--- src/rtl/mac_result_serializer.sv ---
// Buffers 16-bit MAC results in a small FIFO and streams each one out as two
// bytes (high byte first) over a valid/ready pad interface, counting overflow drops.
module mac_result_serializer #(
  parameter int DATA_W = 16,
  parameter int OUT_W  = 8,
  parameter int DEPTH  = 4
) (
  input  logic                     clk,
  input  logic                     rst,
  input  logic                     clken,
  input  logic                     cap,
  input  logic [DATA_W-1:0]        mac_out,
  output logic [OUT_W-1:0]         out_byte,
  output logic                     out_valid,
  input  logic                     out_ready,
  output logic                     out_last,
  output logic [$clog2(DEPTH):0]   fifo_count,
  output logic                     overflow,
  output logic [7:0]               drop_cnt,
  input  logic                     clr_ovf,
  output logic [OUT_W-1:0]         io_oeb,
  output logic [1:0]               dbg_state
);

  localparam int PTR_W = $clog2(DEPTH);
  localparam int CNT_W = PTR_W + 1;

  typedef enum logic [1:0] {
    IDLE = 2'd0,
    HI   = 2'd1,
    LO   = 2'd2
  } state_t;

  state_t              state_q, state_d;
  logic [DATA_W-1:0]   word_q, word_d;
  logic [DATA_W-1:0]   mem_q [DEPTH];
  logic [DATA_W-1:0]   mem_d [DEPTH];
  logic [PTR_W-1:0]    wr_ptr_q, wr_ptr_d;
  logic [PTR_W-1:0]    rd_ptr_q, rd_ptr_d;
  logic [CNT_W-1:0]    count_q, count_d;
  logic                overflow_q, overflow_d;
  logic [7:0]          drop_cnt_q, drop_cnt_d;
  logic [OUT_W-1:0]    io_oeb_q, io_oeb_d;

  logic empty, full, pop, push, drop, xfer, clr;

  assign empty = (count_q == '0);
  assign full  = (count_q == CNT_W'(DEPTH));
  assign clr   = clken & clr_ovf;

  // Handshake: a byte moves when out_valid & out_ready & clken at a rising
  // edge; out_valid/out_byte/out_last are decoded from state and word_q only,
  // so they stay stable until that transfer happens.
  always_comb begin
    out_valid = 1'b0;
    out_last  = 1'b0;
    out_byte  = '0;
    case (state_q)
      HI: begin
        out_valid = 1'b1;
        out_byte  = word_q[DATA_W-1:OUT_W];
      end
      LO: begin
        out_valid = 1'b1;
        out_last  = 1'b1;
        out_byte  = word_q[OUT_W-1:0];
      end
      default: ;
    endcase
  end

  assign xfer = out_valid & out_ready & clken;

  always_comb begin
    state_d = state_q;
    word_d  = word_q;
    pop     = 1'b0;
    case (state_q)
      IDLE: begin
        if (clken && !empty) begin
          pop     = 1'b1;
          word_d  = mem_q[rd_ptr_q];
          state_d = HI;
        end
      end
      HI: begin
        if (xfer) state_d = LO;
      end
      LO: begin
        // Reload straight from the FIFO so consecutive words have no bubble.
        if (xfer) begin
          if (!empty) begin
            pop     = 1'b1;
            word_d  = mem_q[rd_ptr_q];
            state_d = HI;
          end else begin
            state_d = IDLE;
          end
        end
      end
      default: state_d = IDLE;
    endcase
  end

  // A full FIFO still accepts a capture when an entry leaves on the same edge.
  assign push = clken & cap & (~full | pop);
  assign drop = clken & cap & full & ~pop;

  always_comb begin
    mem_d    = mem_q;
    wr_ptr_d = wr_ptr_q;
    rd_ptr_d = rd_ptr_q;
    count_d  = count_q;
    if (push) begin
      mem_d[wr_ptr_q] = mac_out;
      wr_ptr_d        = wr_ptr_q + PTR_W'(1);
    end
    if (pop) begin
      rd_ptr_d = rd_ptr_q + PTR_W'(1);
    end
    case ({push, pop})
      2'b10:   count_d = count_q + CNT_W'(1);
      2'b01:   count_d = count_q - CNT_W'(1);
      default: count_d = count_q;
    endcase
  end

  // A drop on the same edge as a clear wins and starts the count again at 1.
  always_comb begin
    overflow_d = overflow_q;
    drop_cnt_d = drop_cnt_q;
    if (drop) begin
      overflow_d = 1'b1;
      if (clr)                      drop_cnt_d = 8'd1;
      else if (drop_cnt_q != 8'hFF) drop_cnt_d = drop_cnt_q + 8'd1;
    end else if (clr) begin
      overflow_d = 1'b0;
      drop_cnt_d = 8'd0;
    end
  end

  assign io_oeb_d = clken ? '0 : io_oeb_q;

  always_ff @(posedge clk or negedge rst) begin
    if (!rst) begin
      state_q    <= IDLE;
      word_q     <= '0;
      wr_ptr_q   <= '0;
      rd_ptr_q   <= '0;
      count_q    <= '0;
      overflow_q <= 1'b0;
      drop_cnt_q <= 8'd0;
      io_oeb_q   <= '1;
      for (int i = 0; i < DEPTH; i++) mem_q[i] <= '0;
    end else begin
      state_q    <= state_d;
      word_q     <= word_d;
      wr_ptr_q   <= wr_ptr_d;
      rd_ptr_q   <= rd_ptr_d;
      count_q    <= count_d;
      overflow_q <= overflow_d;
      drop_cnt_q <= drop_cnt_d;
      io_oeb_q   <= io_oeb_d;
      mem_q      <= mem_d;
    end
  end

  assign fifo_count = count_q;
  assign overflow   = overflow_q;
  assign drop_cnt   = drop_cnt_q;
  assign io_oeb     = io_oeb_q;
  assign dbg_state  = state_q;

endmodule

--- config.mk ---
export PLATFORM = sky130hd
export DESIGN_NAME = mac_result_serializer
export DESIGN_NICKNAME = d
export VERILOG_FILES = /design/src/rtl/mac_result_serializer.sv
export SDC_FILE = /design/constraint.sdc
export NUM_CORES = 1
export LEC_CHECK = 0
export ABC_AREA = 0
export CAP_MARGIN = 10
export CORE_MARGIN = 8
export CORE_UTILIZATION = 45
export CTS_CLUSTER_DIAMETER = 150
export DETAILED_ROUTE_END_ITERATION = 6
export PLACE_DENSITY = 0.73
export SETUP_SLACK_MARGIN = 0.15
export SLEW_MARGIN = 10
export SYNTH_ARGS = -nofsm -noshare
export SYNTH_HDL_FRONTEND = slang
export SYNTH_SLANG_ARGS = --single-unit
--- constraint.sdc ---
create_clock -name clk -period 2.5 [get_ports clk]
set_input_delay 0.375 -clock clk [delete_from_list [all_inputs] [get_ports clk]]
set_output_delay 0.375 -clock clk [all_outputs]
set_load 0.05 [all_outputs]
==> flow_metrics.tcl, run 1 <==
set metrics [dict create \
    drtPass1Iterations 4 \
    hpwl_um 6870 \
    die-area_um2 14200 \
    synth-seq-cells 99 \
    io_buffers 53 \
    startpoint_type "register" \
    grt_antenna_before_repair 0 \
    cts_buffers 9 \
    fill_cells 810 \
    hold_viol_final 0 \
    die_h_um 119 \
    fin_cells 553 \
    final_nets 445 \
    ys_seq_area_frac 0.517 \
    synthCells 355 \
    drt_iter0_drc 232 \
    viasPerCell 5.49 \
    worst-setup-path-type "register to register" \
    fin_worst_hold_slack_ns 0.496 \
    fin_crit_sh 0.901 \
    critPathMaxFanout 4 \
    cts_sinks 99 \
    clk_pin_slew_ns 0.10 \
    min-delay-path-class "register to register" \
    status "finished clean" \
    critPathArrivalTime_ns 2.56 \
    required_ns 2.81 \
    multiInputGateArea_um2 2200 \
    antenna_left 0 \
    clock_latency_ns 0.37 \
    synth_nets 388 \
    fp.dieW_um 119 \
    tightest_slew_ns 0.775 \
    rsz0062_at_grt "true" \
    endpoint_kind "register" \
    design.core.area_um2 10300 \
    relSlewSlack 0.480 \
    h-tree-depth 3 \
    timing.fmax_mhz 444 \
    clock_skew_ns 0.0141 \
    ys_types 49 \
    grt-ovfl-total 0 \
    ctsLongestPathBuffers 2 \
    grt_pass1_vias 3186 \
    routedWlPerCell_um 17.8 \
    syn_area_per_cell_um2 13.5 \
    finalSetupViolations 0 \
    wl_um 9870 \
    ys.flop_type "dfrtp_1" \
    final.min_clock_period_ns 2.25 \
    yosys_warnings 0 \
    irDropWorstVdd_uv 419 \
    fin_ws_ns 0.248 \
    cts_tree "built" \
    slew_viol_final 0 \
    gp_congestion 0.798 \
    rows 37 \
    placed_cells 529 \
    register_area_um2 2480 \
    cap_viol_max_count 0 \
    drc 0 \
    grt_usage 0.144 \
    synth_edf_count 0 \
    ctsRootBufferMaster "clkbuf_8" \
    n_antenna_cell 0 \
    reg2regPathDepth 8 \
    p_leak_nw 2.40 \
    p_per_area_nw_per_um2 1260 \
    area_delta_synth_final_pct 23.4 \
    ios 54 \
    synthArstFlopShare 1.00 \
    start_util 0.464 \
    grt_start_max_net_pins 43 \
    grt_pass1_wl_um 16500 \
    min_delay_path_depth 2 \
    vias 3036 \
    pre_cts_ws_ns 0.0499 \
    netlist_area_um2 4790 \
    layout-drive-gt1-share 0.403 \
]
## cell families after synthesis
logic type,count (synthesis),share of synthesized area
buffers and inverters,36,0.0381
XOR/XNOR,5,0.00914
adder cells (fa/ha/maj),11,0.0303
AND/OR/NAND/NOR,61,0.0694
AO/OA/AOI/OAI,44,0.0660
multiplexers,99,0.270
flip-flops,99,0.517
## path summary, 6_finish.rpt
| path | startpoint | to | slack, ns |
|---|---|---|---|
| min reg2reg | overflow | overflow | 0.50 |
| max reg2reg | dbg_state[1] | fifo_count[2] | 0.25 |
| max | dbg_state[1] | fifo_count[2] | 0.25 |
| min in group asynchronous | rst | mem_q[54] | 0.51 |
| min | overflow | overflow | 0.50 |
| max in group asynchronous | rst | io_oeb[6] | 1.25 |
## synth_stat cells (2+ instances only)
library cell	count	share of area
clkbuf_1	7	0.0055
mux4_2	16	0.075
o31ai_1	4	0.0063
and2_1	5	0.0065
o41ai_1	2	0.0037
or4_1	2	0.0031
o311ai_0	2	0.0037
dfrtp_1	98	0.51
mux2_2	82	0.19
a31oi_1	5	0.0065
or3_1	2	0.0026
nand2b_1	2	0.0026
nand2_1	15	0.012
nor2b_1	10	0.013
a21oi_1	6	0.0063
o21ai_0	4	0.0042
inv_1	7	0.0055
a22oi_1	8	0.013
xnor2_1	3	0.0055
nor2_1	6	0.0047
buf_2	11	0.011
nor3_1	7	0.0073
ha_1	10	0.026
buf_4	7	0.011
xor2_1	2	0.0037
nand3_1	5	0.0052
o211ai_1	3	0.0047
buf_1	3	0.0023
## area by class of cell
cell class	instances	area share
inverter	7	0.00444
multi-input combinational	220	0.372
clock inverter	7	0.0157
sequential	99	0.420
clock buffer	9	0.0209
timing repair buffer	75	0.139
tap	136	0.0288
## repair_timing
action	4_1_cts	5_1_grt
resized for setup	1	2
hold endpoints to repair	37	0
gates cloned	0	0
pin swaps	1	0
hold buffers	1	0
setup buffers	4	3
endpoints found under the setup margin	2	5
## power breakdown
part	switching, mW	internal, mW	total, mW
sequential	0.495	2.34	2.83
clock	0.616	0.489	1.11
combinational	1.59	1.91	3.50
total	2.70	4.74	7.43
## metal layers
layer,vias up,wire (um),track usage
met5,-,0,0
met4,0,185,0.0625
met3,14,245,0.0274
met2,40,4970,0.234
met1,1575,4470,0.184
li1,1407,-,-
## state kept, by name (all words and copies together) (netlist names)
register    flops
dbg_state       2
drop_cnt        8
fifo_count      3
io_oeb          1
mem_q          64
overflow        1
rd_ptr_q        2
word_q         16
wr_ptr_q        2
## stage by stage
stage / power (mW) / util / instance area [um^2] / setup TNS [ns]
after floorplan: 5.27 / - / 4860 / -0.258
after global placement: 6.15 / 0.546 / 5630 / 0
after detailed placement: 6.31 / 0.546 / 5630 / 0
after CTS: 7.46 / 0.570 / 5890 / 0
after global routing: 7.89 / 0.573 / 5910 / 0
final: 7.43 / 0.573 / 5910 / 0
## placed cells by master, fill, tap and decap left out, types with 2 or more instances in the layout
cell type and count:
dfrtp_1 96, mux2_2 82, clkdlybuf4s50_1 42, buf_4 19
mux4_2 16, nand2_1 15, buf_12 12, nor2b_2 9
clkbuf_8 9, a22oi_1 8, ha_1 8, nor3_1 7
nor2_1 6, a31oi_1 5, inv_1 5, and2_1 5
nand3_1 5, a21oi_1 5, o31ai_1 4, o21ai_0 4
o211ai_1 3, xnor2_1 3, or3_1 2, inv_2 2
or4_1 2, o311ai_0 2, o41ai_1 2, nand2b_1 2
xor2_1 2, ha_4 2, clkinv_4 2, inv_6 2
dfrtp_2 2
## worst max-delay path: stages, from the launching register on
cell      delay [ns]
dfrtp_2         0.46
inv_2           0.10
ha_4            0.21
a31oi_1         0.17
or3_1           0.16
fa_2            0.22
or4b_2          0.59
a21boi_1        0.14
o22a_1          0.14
Note: power is estimated with default switching activity, not from simulation.
==> run 2, diff against run 1 <==
Settings changed: GPL_TIMING_DRIVEN from default to 1.
==> results of run 2 <==
Same layout as run 1: the final DEF is identical, and so are final timing and power.
==> run 3, diff against run 2 <==
Settings changed: PLACE_DENSITY 0.73 to 0.7.
Clock period 2.5 ns to 2.8 ns, I/O delays scaled along.
==> run 3 against run 2 <==
Net effect:
- setup slack improved by 0.068 ns
- critical endpoint unchanged
- combinational power fell by 19%
- non-clock buffer count fell by 8
- routed wire length fell by 1.8%
- clock skew barely moved
- core utilization fell by 2.1 points
- largest power group unchanged
- die area did not move
==> flow_metrics.tcl, run 3 (synthesized netlist as in run 1, its figures left out) <==
set metrics [dict create \
    die-area_um2 14200 \
    n_antenna_cell 0 \
    status "finished clean" \
    cp_cell_sequence "inv_2, ha_4, a31oi_1, or3_1, fa_2, or4b_2, a21boi_0, o22a_1" \
    pre_cts_ws_ns 0.191 \
    final_common_cell "dfrtp_1" \
    clock_skew_ns 0.0144 \
    p_per_area_nw_per_um2 1110 \
    gp_congestion 0.773 \
    fin_util 0.552 \
    worst-setup-path-type "register to register" \
    finalSetupViolations 0 \
    fp.dieW_um 119 \
    p_leak_nw 2.32 \
    required_ns 3.11 \
    viasPerCell 5.47 \
    cts_tree "built" \
    largest_register "mem_q" \
    start_util 0.464 \
    drtPass1Iterations 4 \
    critPathMaxStageDelay_ns 0.60 \
    largest_reg_flops 64 \
    rows 37 \
    final.min_clock_period_ns 2.48 \
    fin_crit_sh 0.887 \
    cap_viol_max_count 0 \
    drc 0 \
    ctsLongestPathBuffers 2 \
    cts_buffers 9 \
    clk_pin_slew_ns 0.11 \
    io_buffers 53 \
    crit_buf_inv 1 \
    layout-drive-gt1-share 0.367 \
    grt_usage 0.141 \
    irDropWorstVdd_uv 719 \
    vias 2983 \
    relSlewSlack 0.502 \
    final_nets 437 \
    ctsRootBufferMaster "clkbuf_8" \
    hpwl_um 6810 \
    post_cts_buffers 0 \
    grt_start_max_net_pins 53 \
    timing.fmax_mhz 403 \
    tns_ns 0 \
    ios 54 \
    min-delay-path-class "primary input to asynchronous set/reset pin" \
    critPathTopFamily "simple AND/OR/NAND/NOR gates" \
    clock_latency_ns 0.37 \
    critPathMaxFanout 13 \
    fin_ws_ns 0.316 \
    rsz0062_at_grt "false" \
    hold_viol_final 0 \
    routedWlPerCell_um 17.8 \
    design.core.area_um2 10300 \
    cts_sinks 99 \
    wl_um 9690 \
    layout_common_cells "96 x dfrtp_1, 82 x mux2_2, 44 x clkdlybuf4s50_1" \
    area_delta_synth_final_pct 18.9 \
    critPathArrivalTime_ns 2.80 \
    startpoint_type "register" \
    post_cts_resized 0 \
    tightest_slew_ns 0.742 \
    grt_antenna_before_repair 0 \
    h-tree-depth 3 \
    antenna_left 0 \
    die_h_um 119 \
    hold_buffers 0 \
    drt_iter0_drc 220 \
    endpoint_kind "register" \
    grt_pass1_vias 3137 \
    grt-ovfl-total 0 \
    slew_viol_final 0 \
    grt_pass1_wl_um 16200 \
    slowest_stage "or4b_2" \
]
-- run 3: changes by cell type in the layout (fill, tap and decap cells not counted), moves of 2 or more --
| cell | previous run | this run |
|---|---|---|
| nor2b_1 | 1 | 10 |
| buf_4 | 19 | 21 |
| inv_8 | 1 | 3 |
| nor2b_2 | 9 | 0 |
| inv_6 | 2 | 0 |
| buf_12 | 12 | 2 |
| clkdlybuf4s50_1 | 42 | 44 |
-- run 3: stage by stage --
stage	instance area, um^2	hold WS (ns)	instances	power [mW]
CTS	5700	0.0810	545	6.41
floorplan	4830	0.124	355	4.66
global placement	5480	0.472	529	5.32
global route	5700	0.0984	545	6.74
detailed placement	5480	0.475	529	5.43
finish	5700	0.0413	545	6.33
-- run 3: cell type report --
type                       instances  area (um^2)
clock buffer                      10          138
clock inverter                     6         80.1
fill                             832         4630
inverter                           7         26.3
multi-input combinational        220         2160
sequential                        99         2480
tap                              136          170
timing repair buffer              67          638
-- run 3: report_power, final --
| group | internal, mW | switching [mW] |
|---|---|---|
| registers | 2.09 | 0.421 |
| clock network | 0.458 | 0.528 |
| logic | 1.50 | 1.34 |
-- run 3: final timing paths --
kind / endpoint / startpoint / depth (start not counted) / slack [ns]
setup / recovery: fifo_count[2] / dbg_state[0] / 8 / 0.32
min in group clk: overflow / overflow / 2 / 0.49
hold / removal: drop_cnt[3] / rst / 1 / 0.04
setup reg to reg: fifo_count[2] / dbg_state[0] / 8 / 0.32
max in group asynchronous: mem_q[36] / rst / 2 / 2.02
hold reg to reg: overflow / overflow / 2 / 0.49
-- run 3: per-layer routing --
metal  track usage  vias up  wire (um)
met4        0.0403        0        129
met2         0.233       71       4750
met5             0        -          0
met1         0.179     1504       4310
met3        0.0354       10        494
li1              -     1398          -
